### src/rtl/ram_sched_pkg.sv
// Shared types and packet layout for the RAM-side request scheduler and the processor-side
// packet builder.
package ram_sched_pkg;

  localparam int unsigned RAM_DATA_W = 32;
  localparam int unsigned RAM_ADDR_W = 8;

  // Packet layout: {we, addr, wdata}, wdata in the low bits.
  localparam int unsigned PKT_WDATA_LSB = 0;
  localparam int unsigned PKT_ADDR_LSB  = RAM_DATA_W;
  localparam int unsigned PKT_WE_BIT    = RAM_ADDR_W + RAM_DATA_W;
  localparam int unsigned RAM_PKT_W     = 1 + RAM_ADDR_W + RAM_DATA_W;

  typedef enum logic [2:0] {
    IDLE,
    LATCH,
    EXEC,
    RDWAIT,
    RESP
  } sched_state_t;

  typedef struct packed {
    logic                  we;
    logic [RAM_ADDR_W-1:0] addr;
    logic [RAM_DATA_W-1:0] wdata;
  } ram_req_t;

  function automatic int unsigned pkt_width(input int unsigned addr_w, input int unsigned data_w);
    return 1 + addr_w + data_w;
  endfunction

endpackage

### src/rtl/rr_arbiter_2.sv
// Two-way round-robin grant; the caller owns the last-grant register and commits the
// returned next value.
module rr_arbiter_2 (
  input  logic [1:0] req_i,
  input  logic       last_grant_i,
  input  logic       advance_i,
  output logic       grant_o,
  output logic       last_grant_next_o
);

  always_comb begin
    unique case (req_i)
      2'b01:   grant_o = 1'b0;
      2'b10:   grant_o = 1'b1;
      // Tie (and the don't-care no-request case) goes to the requester not served last.
      default: grant_o = ~last_grant_i;
    endcase
    last_grant_next_o = advance_i ? grant_o : last_grant_i;
  end

endmodule

### src/rtl/ram_req_scheduler.sv
// RAM-side request scheduler: pops request packets from two FIFOs round-robin, sequences a
// single-port RAM and pushes read data into the granted requester's response FIFO.
module ram_req_scheduler
  import ram_sched_pkg::*;
#(
  parameter int unsigned DATA_W = RAM_DATA_W,
  parameter int unsigned ADDR_W = RAM_ADDR_W,
  localparam int unsigned PKT_W = pkt_width(ADDR_W, DATA_W)
) (
  input  logic                  ram_clk,
  input  logic                  reset,
  input  logic                  ram_enable,
  input  logic [1:0]            rq_empty,
  input  logic [1:0][PKT_W-1:0] rq_read_data,
  output logic [1:0]            rq_r_en,
  input  logic [1:0]            rsp_full,
  output logic [1:0]            rsp_w_en,
  output logic [DATA_W-1:0]     rsp_write_data,
  output logic                  ram_en,
  output logic                  ram_we,
  output logic [ADDR_W-1:0]     ram_addr,
  output logic [DATA_W-1:0]     ram_wdata,
  input  logic [DATA_W-1:0]     ram_rdata,
  output logic                  busy,
  output logic                  grant_id
);

  sched_state_t      state_q;
  logic              last_grant_q;
  logic              grant_q;
  logic              req_we_q;
  logic [ADDR_W-1:0] req_addr_q;
  logic [DATA_W-1:0] req_wdata_q;
  logic [DATA_W-1:0] rsp_q;
  logic              ram_en_q;
  logic              ram_we_q;

  logic              start;
  logic              arb_grant;
  logic              last_grant_d;
  logic [PKT_W-1:0]  pkt;

  // Gated by reset so no pop is requested while the block is held in reset.
  assign start = reset && (state_q == IDLE) && ram_enable && (rq_empty != 2'b11);
  assign pkt   = rq_read_data[grant_q];

  rr_arbiter_2 u_arb (
    .req_i             (~rq_empty),
    .last_grant_i      (last_grant_q),
    .advance_i         (start),
    .grant_o           (arb_grant),
    .last_grant_next_o (last_grant_d)
  );

  always_ff @(posedge ram_clk or negedge reset) begin
    if (!reset) begin
      state_q      <= IDLE;
      last_grant_q <= 1'b1;
      grant_q      <= 1'b0;
      req_we_q     <= 1'b0;
      req_addr_q   <= '0;
      req_wdata_q  <= '0;
      rsp_q        <= '0;
      ram_en_q     <= 1'b0;
      ram_we_q     <= 1'b0;
    end else begin
      ram_en_q     <= 1'b0;
      ram_we_q     <= 1'b0;
      last_grant_q <= last_grant_d;
      unique case (state_q)
        IDLE: begin
          if (start) begin
            grant_q <= arb_grant;
            state_q <= LATCH;
          end
        end
        LATCH: begin
          req_we_q    <= pkt[PKT_W-1];
          req_addr_q  <= pkt[DATA_W +: ADDR_W];
          req_wdata_q <= pkt[DATA_W-1:0];
          ram_en_q    <= 1'b1;
          ram_we_q    <= pkt[PKT_W-1];
          state_q     <= EXEC;
        end
        EXEC:   state_q <= req_we_q ? IDLE : RDWAIT;
        RDWAIT: begin
          rsp_q   <= ram_rdata;
          state_q <= RESP;
        end
        RESP: begin
          if (!rsp_full[grant_q]) state_q <= IDLE;
        end
        default: state_q <= IDLE;
      endcase
    end
  end

  always_comb begin
    rq_r_en  = 2'b00;
    rsp_w_en = 2'b00;
    if (start) rq_r_en[arb_grant] = 1'b1;
    if ((state_q == RESP) && !rsp_full[grant_q]) rsp_w_en[grant_q] = 1'b1;
  end

  assign rsp_write_data = rsp_q;
  assign ram_en         = ram_en_q;
  assign ram_we         = ram_we_q;
  assign ram_addr       = req_addr_q;
  assign ram_wdata      = req_wdata_q;
  assign busy           = (state_q != IDLE);
  assign grant_id       = grant_q;

endmodule
### config.mk
export PLATFORM = sky130hd
export DESIGN_NAME = ram_req_scheduler
export DESIGN_NICKNAME = d
export VERILOG_FILES = /design/src/rtl/ram_sched_pkg.sv /design/src/rtl/rr_arbiter_2.sv /design/src/rtl/ram_req_scheduler.sv
export SDC_FILE = /design/constraint.sdc
export NUM_CORES = 1
export LEC_CHECK = 0
export CAP_MARGIN = 30
export CORE_UTILIZATION = 39
export CTS_BUF_LIST = sky130_fd_sc_hd__clkbuf_8
export CTS_CLUSTER_SIZE = 8
export DETAILED_ROUTE_END_ITERATION = 7
export GPL_TIMING_DRIVEN = 0
export MAX_ROUTING_LAYER = met4
export PLACE_DENSITY = 0.86
export SLEW_MARGIN = 20
export SYNTH_ARGS = -nofsm -noshare
export SYNTH_HDL_FRONTEND = slang
export SYNTH_SLANG_ARGS = --single-unit
export TNS_END_PERCENT = 5
### constraint.sdc
create_clock -name ram_clk -period 2 [get_ports ram_clk]
set_clock_uncertainty 0.05 [all_clocks]
set_input_delay 0.5 -clock ram_clk [delete_from_list [all_inputs] [get_ports ram_clk]]
set_output_delay 0.5 -clock ram_clk [all_outputs]
set_load 0.05 [all_outputs]
# Yosys cells after proc, flatten, opt, wreduce, memory -nomap -nowiden
# Cells that the tools add are included.
# W data, S select, Z words.
# word_totals
ff_bits,80
elab_cells,52
# classes
order_cmp,4
bitwise_logic,2
n_reduce_logical,11
muxes,17
eq_ne,9
# op_table
cell,count
$mux W41,2
$pmux W3 S5,1
$eq A3 B2 Y1 const B,2
$logic_and A1 B1 Y1,6
$mux W1,6
$mux W2,3
$mux W3,2
$lt A1 B2 Y1 const B,2
$ne A2 B2 Y1 const B,2
$reduce_and A2 Y1,2
$eq A3 B1 Y1 const B,1
$eq A3 B3 Y1 const B,1
$logic_not A3 Y1,1
$reduce_bool A3 Y1,1
$demux W1 S1,2
$eq A2 B1 Y1 const B,1
$eq A2 B2 Y1 const B,1
$ge A1 B1 Y1 const B,2
$ne A2 B1 Y1 const B,1
$not A2 Y2,1
$pmux W1 S2,1
$logic_not A1 Y1,1
$not A1 Y1,1

# Depth between registers and ports, before layout
# Gate-level depths: netlist (run 1).
# depth
depth_word,8
mapped_depth,5
ltp_nobuf,5

# Hierarchy
# From an unflattened synthesis (run 1), not the netlist that was laid out.
# hier_totals
hier_cells,284
hier_area_um2,3464.6
# modules_own_cells
mod,seq_area_each_um2,area_per_inst_um2,cells_each,instances
ram_req_scheduler,2003.2,3404.5,276,1
rr_arbiter_2,0.0,60.1,8,1

# Least setup slack after synthesis (run 1)
# OpenSTA, ideal clock, no wires.
# synth_timing
path_type,register to output
startpoint,register grant_q (netlist: grant_id)
endpoint,output port rsp_w_en[1]
stages_incl_launch_ff,4
t_required_ps,1450
setup_slack_ps,-895
t_arrival_ps,2345
cell_sequence,dfrtp_1 buf_2 buf_2 nor3b_1
# synth_between
elab_chain_len,5
# synth_lines
item,line_no,text
start: declaration,ram_req_scheduler.sv:30,logic grant_q;
start signal: assignment,ram_req_scheduler.sv:73,grant_q <= arb_grant;
"$lt A1 B2 Y1 (not written as such), or another cell as far along",ram_req_scheduler.sv:102,if ((state_q == RESP) && !rsp_full[grant_q]) rsp_w_en[grant_q] = 1'b1;
$logic_and A1 B1 Y1 (not written as such) / $mux W1 (equally long branches),ram_req_scheduler.sv:102,
$mux W1 (not written as such) / $logic_not A1 Y1 (equally long branches),ram_req_scheduler.sv:102,
$demux W1 S1 / $logic_and A1 B1 Y1 (equally long branches),ram_req_scheduler.sv:102,
$mux W2 *,ram_req_scheduler.sv:102,
end: declaration,ram_req_scheduler.sv:17,"output logic [1:0] rsp_w_en,"
# Mark *: on every way between the ends. The rest lies on a longest branch, timed or not. The select of a mux whose other input is x is not followed.

# Worst setup path in the final report (run 1)
# layout_timing
startpoint,input port ram_enable
endpoint,output port rq_r_en[1]
# layout_between
elab_chain_len,3
# layout_lines
item,line_no,text
start: declaration,ram_req_scheduler.sv:12,"input logic ram_enable,"
$logic_and A1 B1 Y1 (2 in a row),ram_req_scheduler.sv:44,assign start = reset && (state_q == IDLE) && ram_enable && (rq_empty != 2'b11);
$mux W2,ram_req_scheduler.sv:101,if (start) rq_r_en[arb_grant] = 1'b1;
end: declaration,ram_req_scheduler.sv:15,"output logic [1:0] rq_r_en,"
# No other way between the ends.

==> results.json, run 1 <==
{
  "outcome": "finished with violations",
  "violations": "negative setup slack",
  "post-route-min-period_ns": 2.23,
  "antenna_found_initial": 0,
  "rows": 33,
  "dieHeight_um": 96.0,
  "area_growth_pct": 72.4,
  "grt_util_all_layers_pct": 22.2,
  "layout-drive-gt1-share_pct": 19.6,
  "ios": 201,
  "nNetsFinal": 629,
  "seq_area_sq_um": 2010,
  "grt_pass1_vias": 3168,
  "start_kind": "input pin",
  "power_density_nw_per_um2": 1750,
  "die_x_um": 96.0,
  "netlist_area_sq_um": 3440,
  "first_iter_violations": 61,
  "ys_types": 23,
  "finalCritPeriodShare_pct": 112,
  "n_antenna_cell": 0,
  "nFillCells": 652,
  "grt_pass1_wl_um": 14800,
  "ir_worst_vdd_mv": 0.870,
  "postSynthAreaPerCell_sq_um": 12.3,
  "die-area_sq_um": 9210,
  "path_clk_slew_ns": 0.08,
  "drt_wl_total_um": 9750,
  "drc": 0,
  "hold_viol_final": 0,
  "synth_warnings": 0,
  "clock-sinks": 80,
  "p_leak_nw": 2.79,
  "grt_max_degree": 47,
  "grt.overflow.total": 0,
  "syn_nets": 404,
  "seq_area_frac_synth_pct": 58.2,
  "dp.cells": 587,
  "dp_hpwl_um": 7380,
  "cts_root_buf": "clkbuf_8",
  "clockBufferDepth": 2,
  "rr_worst_depth": 7,
  "drv_slew": 0,
  "hold_ws_ns": 0.0229,
  "place_area_sq_um": 5640,
  "finish.instance_area_sq_um": 5940,
  "h-tree-depth": 3,
  "ys_ff_latch": 80,
  "placement.io_buffers": 200,
  "hold_class": "input pin to async pin",
  "drtAntennaViolNets": 0,
  "rsz0062_at_grt": "true",
  "drt_first_pass_iters": 4,
  "dr_wl_met2_um": 5190,
  "maxSlewHeadroom_pct": 64.1,
  "fin_ws_ns": -0.234,
  "final_common_cell": "clkdlybuf4s50_1",
  "place_worst_setup_slack_ns": -1.28,
  "routed.top_layer": "met4",
  "cp-end-kind": "primary output",
  "cts_made_buffers": 9,
  "clk_latency_ns": 0.34,
  "core_sq_um": 8380,
  "wl_met1_um": 3550,
  "vias": 3003,
  "crit_type": "input pin to primary output",
  "wire_per_inst_um": 15.8,
  "maxCapViolCount": 0,
  "arrival_ns": 1.68,
  "worstPathRequired_ns": 1.45,
  "viasPerCell": 4.88,
  "initial_core_util_pct": 41.1,
  "fmax_ghz": 0.448,
  "multiInputGateArea_sq_um": 1390,
  "layout_common_cells": "clkdlybuf4s50_1 (117), dfrtp_1 (77), dlygate4sd2_1 (76)",
  "synth_cells": 281,
  "cts_tree": "yes",
  "wl_met3_um": 818,
  "worstMarginPinSlew_ns": 0.541,
  "finalPower_w": 0.0104,
  "worstPathMaxFanout": 3,
  "place_congestion": 0.743,
  "setup_viol": 3,
  "finalNonFillerCells": 616
}
state kept, by name, indices dropped and copies added, names as in the netlist:
| signal | count |
|---|---|
| grant_id | 1 |
| last_grant_q | 1 |
| ram_we | 1 |
| ram_wdata | 32 |
| ram_addr | 8 |
| req_we_q | 1 |
| ram_en | 1 |
| rsp_write_data | 32 |
| state_q | 3 |
final timing paths:
| path | from | endpoint | slack [ns] |
|---|---|---|---|
| setup / recovery | ram_enable | rq_r_en[1] | -0.23 |
| hold / removal | reset | ram_wdata[31]$_DFFE_PN0P_ | 0.02 |
| setup reg to reg | state_q[2]$_DFFE_PN0P_ | ram_wdata[11]$_DFFE_PN0P_ | 0.19 |
| hold reg to reg | ram_wdata[15]$_DFFE_PN0P_ | ram_wdata[15]$_DFFE_PN0P_ | 0.43 |
| max in group asynchronous | reset | rsp_write_data[1]$_DFFE_PN0P_ | 1.62 |
| min in group ram_clk | ram_wdata[15]$_DFFE_PN0P_ | ram_wdata[15]$_DFFE_PN0P_ | 0.43 |
kinds of logic after synthesis:
group / after synthesis / synth area share (%)
DFF: 80 / 58.2
muxes: 77 / 23.7
and+or+nand+nor: 57 / 7.26
AOI/OAI and AO/OA: 45 / 6.83
buffers and inverters: 20 / 3.31
adders and majority gates: 2 / 0.726
metrics by stage:
stage	setup TNS, ns	util [%]
4_1_cts	-0.661	70.3
5_1_grt	-0.808	70.8
6_report	-0.563	70.8
2_1_floorplan	-0.0610	-
3_3_place_gp	-206.60	67.1
3_5_place_dp	-4.31	67.3
synthesized netlist by cell type (all sizes together):
master	number	share of area, %
mux2i	43	12
nor3b	1	0.22
ha	2	0.73
clkbuf	1	0.11
nand2	41	4.5
mux2	34	11
buf	16	2.9
o21ai	41	6.0
dfstp	1	0.76
or3b	1	0.25
nand3b	2	0.44
nor2	6	0.65
inv	3	0.33
or3	1	0.33
or2	1	0.25
nor3	2	0.29
dfrtp	79	57
nor2b	2	0.36
o31ai	2	0.44
a21o	2	0.44
layer usage:
| layer | global-route usage [%] | up-vias |
|---|---|---|
| li1 | - | 1421 |
| met2 | 40.5 | 143 |
| met3 | 4.82 | 16 |
| met4 | 9.08 | 0 |
| met5 | - | - |
| met1 | 23.0 | 1423 |
worst max-delay path, cell delays in order:
cell and delay [ns]:
clkdlybuf4s50_1 0.45, nand3b_1 0.14, or2_4 0.32, nor2b_4 0.12, buf_8 0.15
area by class of cell:
type / count / share of cell area, %
repair buffers: 215 / 35.3
flip-flops and latches: 80 / 33.8
multi-input cells: 181 / 23.4
well taps: 105 / 2.21
clock buffers: 9 / 2.09
plain buffers: 16 / 1.69
clock inverters: 7 / 1.35
inverters: 3 / 0.190
power breakdown:
group / internal, W / switching (W) / leakage, nW
clock: 0.000589 / 0.000610 / 0.0964
sequential: 0.00244 / 0.000392 / 0.964
combinational: 0.00203 / 0.00432 / 1.73
repair_timing:
item                                   in CTS  in global routing
endpoints found under the hold margin      46                  0
setup buffers                               7                  5
cloned                                      1                  0
hold buffers                                1                  0
setup endpoints to repair                  80                  5
gates resized for setup                   116                  5
pin swaps                                   3                  3
Note: power is estimated with default switching activity, not from simulation.
==> run 2: changes to the inputs <==
--- a/config.mk
+++ b/config.mk
@@ -17,4 +17,3 @@
 export SYNTH_ARGS = -nofsm -noshare
 export SYNTH_HDL_FRONTEND = slang
 export SYNTH_SLANG_ARGS = --single-unit
-export TNS_END_PERCENT = 5
==> run 2 against run 1 <==
- the run still ends with negative setup slack left
- fmax increased by 1.5%
- die area did not move
- cell area about the same
- utilization about the same
- register-to-register slack worse by 0.05 ns
- non-clock buffer count did not move
- wire length fell by 1.7%
- setup slack better by 0.033 ns
- sequential power hardly changed
- count of clock-buffer cells in the layout increased by 1
- largest power group unchanged
==> results.json, run 2 (synthesized netlist as in run 1, its figures left out) <==
{
  "outcome": "finished with violations",
  "violations": "negative setup slack",
  "power_density_nw_per_um2": 1750,
  "vias": 2990,
  "rsz0062_at_grt": "true",
  "dieHeight_um": 96.0,
  "setup_viol": 4,
  "cp-end-kind": "primary output",
  "finish.instance_area_sq_um": 5940,
  "pwr-share-clk_pct": 11.2,
  "finalPower_w": 0.0104,
  "path_clk_slew_ns": 0.08,
  "layout-drive-gt1-share_pct": 19.2,
  "fin_ws_ns": -0.201,
  "wire_per_inst_um": 15.6,
  "drt_first_pass_iters": 4,
  "final.setup.tns_ns": -0.560,
  "n_antenna_cell": 0,
  "grt_pass1_wl_um": 14400,
  "arrival_ns": 1.65,
  "worstPathRequired_ns": 1.45,
  "viasPerCell": 4.86,
  "h-tree-depth": 3,
  "finalCritPeriodShare_pct": 110,
  "worstMarginPinSlew_ns": 0.537,
  "nNetsFinal": 629,
  "p_sw_w": 0.00525,
  "clk_latency_ns": 0.34,
  "clockBufferDepth": 2,
  "fmax_ghz": 0.454,
  "intPower_w": 0.00513,
  "drc": 0,
  "maxCapViolCount": 0,
  "grt_pass1_vias": 3075,
  "placement.io_buffers": 200,
  "core_sq_um": 8380,
  "initial_core_util_pct": 41.1,
  "die_x_um": 96.0,
  "drtAntennaViolNets": 0,
  "worstPathCellList": "or3_4, or2_4, nor2b_4, buf_6",
  "grt_util_all_layers_pct": 21.7,
  "layout_common_cells": "clkdlybuf4s50_1 (117), dfrtp_1 (78), dlygate4sd2_1 (76)",
  "dp.cells": 587,
  "p_leak_nw": 2.80,
  "grt_max_degree": 37,
  "p_seq_share_pct": 27.1,
  "crit_type": "flop to primary output",
  "combPwrFrac_pct": 61.6,
  "start_kind": "flop",
  "ir_worst_vdd_mv": 0.933,
  "slowest_stage": "or3_4",
  "dp_hpwl_um": 7340,
  "final_common_cell": "clkdlybuf4s50_1",
  "antenna_found_initial": 0,
  "area_growth_pct": 72.4,
  "cts_tree": "yes",
  "place_area_sq_um": 5640,
  "clock-sinks": 80,
  "grt.overflow.total": 0,
  "first_iter_violations": 53,
  "worstPathMaxFanout": 3,
  "maxSlewHeadroom_pct": 64.3,
  "drv_slew": 0,
  "post-route-min-period_ns": 2.20,
  "rows": 33,
  "hold_class": "input pin to async pin",
  "cts_root_buf": "clkbuf_8",
  "place_congestion": 0.759,
  "hold_viol_final": 0,
  "ios": 201,
  "drt_wl_total_um": 9580,
  "max_stage_delay_ns": 0.40,
  "finalNonFillerCells": 615,
  "die-area_sq_um": 9210,
  "cts_made_buffers": 9,
  "p_sw_share_pct": 50.6
}
-- run 2: cell types whose count changed in the layout (fill, tap and decap cells not counted), moves of 2 or more --
cell      previous run  this run
buf_4               13        10
clkinv_4             2         0
buf_6                6        10
clkinv_2             0         2
-- run 2: final timing paths --
| kind | to | depth (start not counted) | start | slack (ns) |
|---|---|---|---|---|
| max | rq_r_en[1] | 4 | state_q[0]$_DFFE_PN0P_ | -0.20 |
| min | grant_id$_DFFE_PN0P_ | 2 | reset | 0.03 |
| max reg2reg | rsp_write_data[16]$_DFFE_PN0P_ | 6 | state_q[0]$_DFFE_PN0P_ | 0.14 |
| min reg2reg | ram_wdata[28]$_DFFE_PN0P_ | 2 | ram_wdata[28]$_DFFE_PN0P_ | 0.43 |
| max in group asynchronous | ram_wdata[12]$_DFFE_PN0P_ | 2 | reset | 1.59 |
| min in group ram_clk | ram_wdata[28]$_DFFE_PN0P_ | 2 | ram_wdata[28]$_DFFE_PN0P_ | 0.43 |
-- run 2: area by class of cell --
cell class,count,area (sq um)
Buffer,16,104
Clock buffer,10,138
Clock inverter,5,56.3
Fill cell,650,2440
Inverter,3,11.3
Multi-Input combinational cell,181,1400
Sequential cell,80,2000
Tap cell,105,131
Timing Repair Buffer,215,2090
-- run 2: through the flow --
stage | utilization (%) | hold WS [ns] | setup slack [ns]
after floorplan | - | 0.154 | -0.0317
after global placement | 67.1 | 0.410 | -3.92
after detailed placement | 67.3 | 0.420 | -1.23
after CTS | 70.8 | 0.0194 | -0.237
after global routing | 70.9 | 0.0121 | -0.248
final | 70.9 | 0.0337 | -0.201
-- run 2: worst max-delay path: cells and delay by family (launching register included) --
family	cells	cell delay, ns
AND/OR/NAND/NOR	3	0.78
flip-flops	1	0.38
buffers and inverters	1	0.16
-- run 2: per-layer routing --
metal  track usage (%)  vias to the layer above  wire length [um]
met3              5.29                       11               726
met1              23.9                     1422              3720
met5                 -                        -                 0
li1                  -                     1427                 -
met4              6.09                        0               119
met2              38.8                      130              5020
-- run 2: power by group through the flow --
stage	sequential, W	clock (W)	combinational, W
after detailed placement	0.00291	0	0.00678
after global placement	0.00285	0	0.00665
final	0.00281	0.00117	0.00640
after CTS	0.00283	0.00120	0.00646
after global routing	0.00292	0.00129	0.00675
after floorplan	0.00552	0	0.00180
-- run 2: repair_timing --
action	4_1_cts	5_1_grt
buffers inserted	13	1
hold buffers	1	0
resized for setup	122	2
gates cloned	1	0
endpoints found under the setup margin	80	5
pin swaps	4	6
endpoints found under the hold margin	36	0
==> run 3: changes to the inputs <==
--- a/config.mk
+++ b/config.mk
@@ -17,3 +17,4 @@
 export SYNTH_ARGS = -nofsm -noshare
 export SYNTH_HDL_FRONTEND = slang
 export SYNTH_SLANG_ARGS = --single-unit
+export TNS_END_PERCENT = 10
==> results of run 3 <==
Final layout, timing and power as in run 1 (identical DEF).
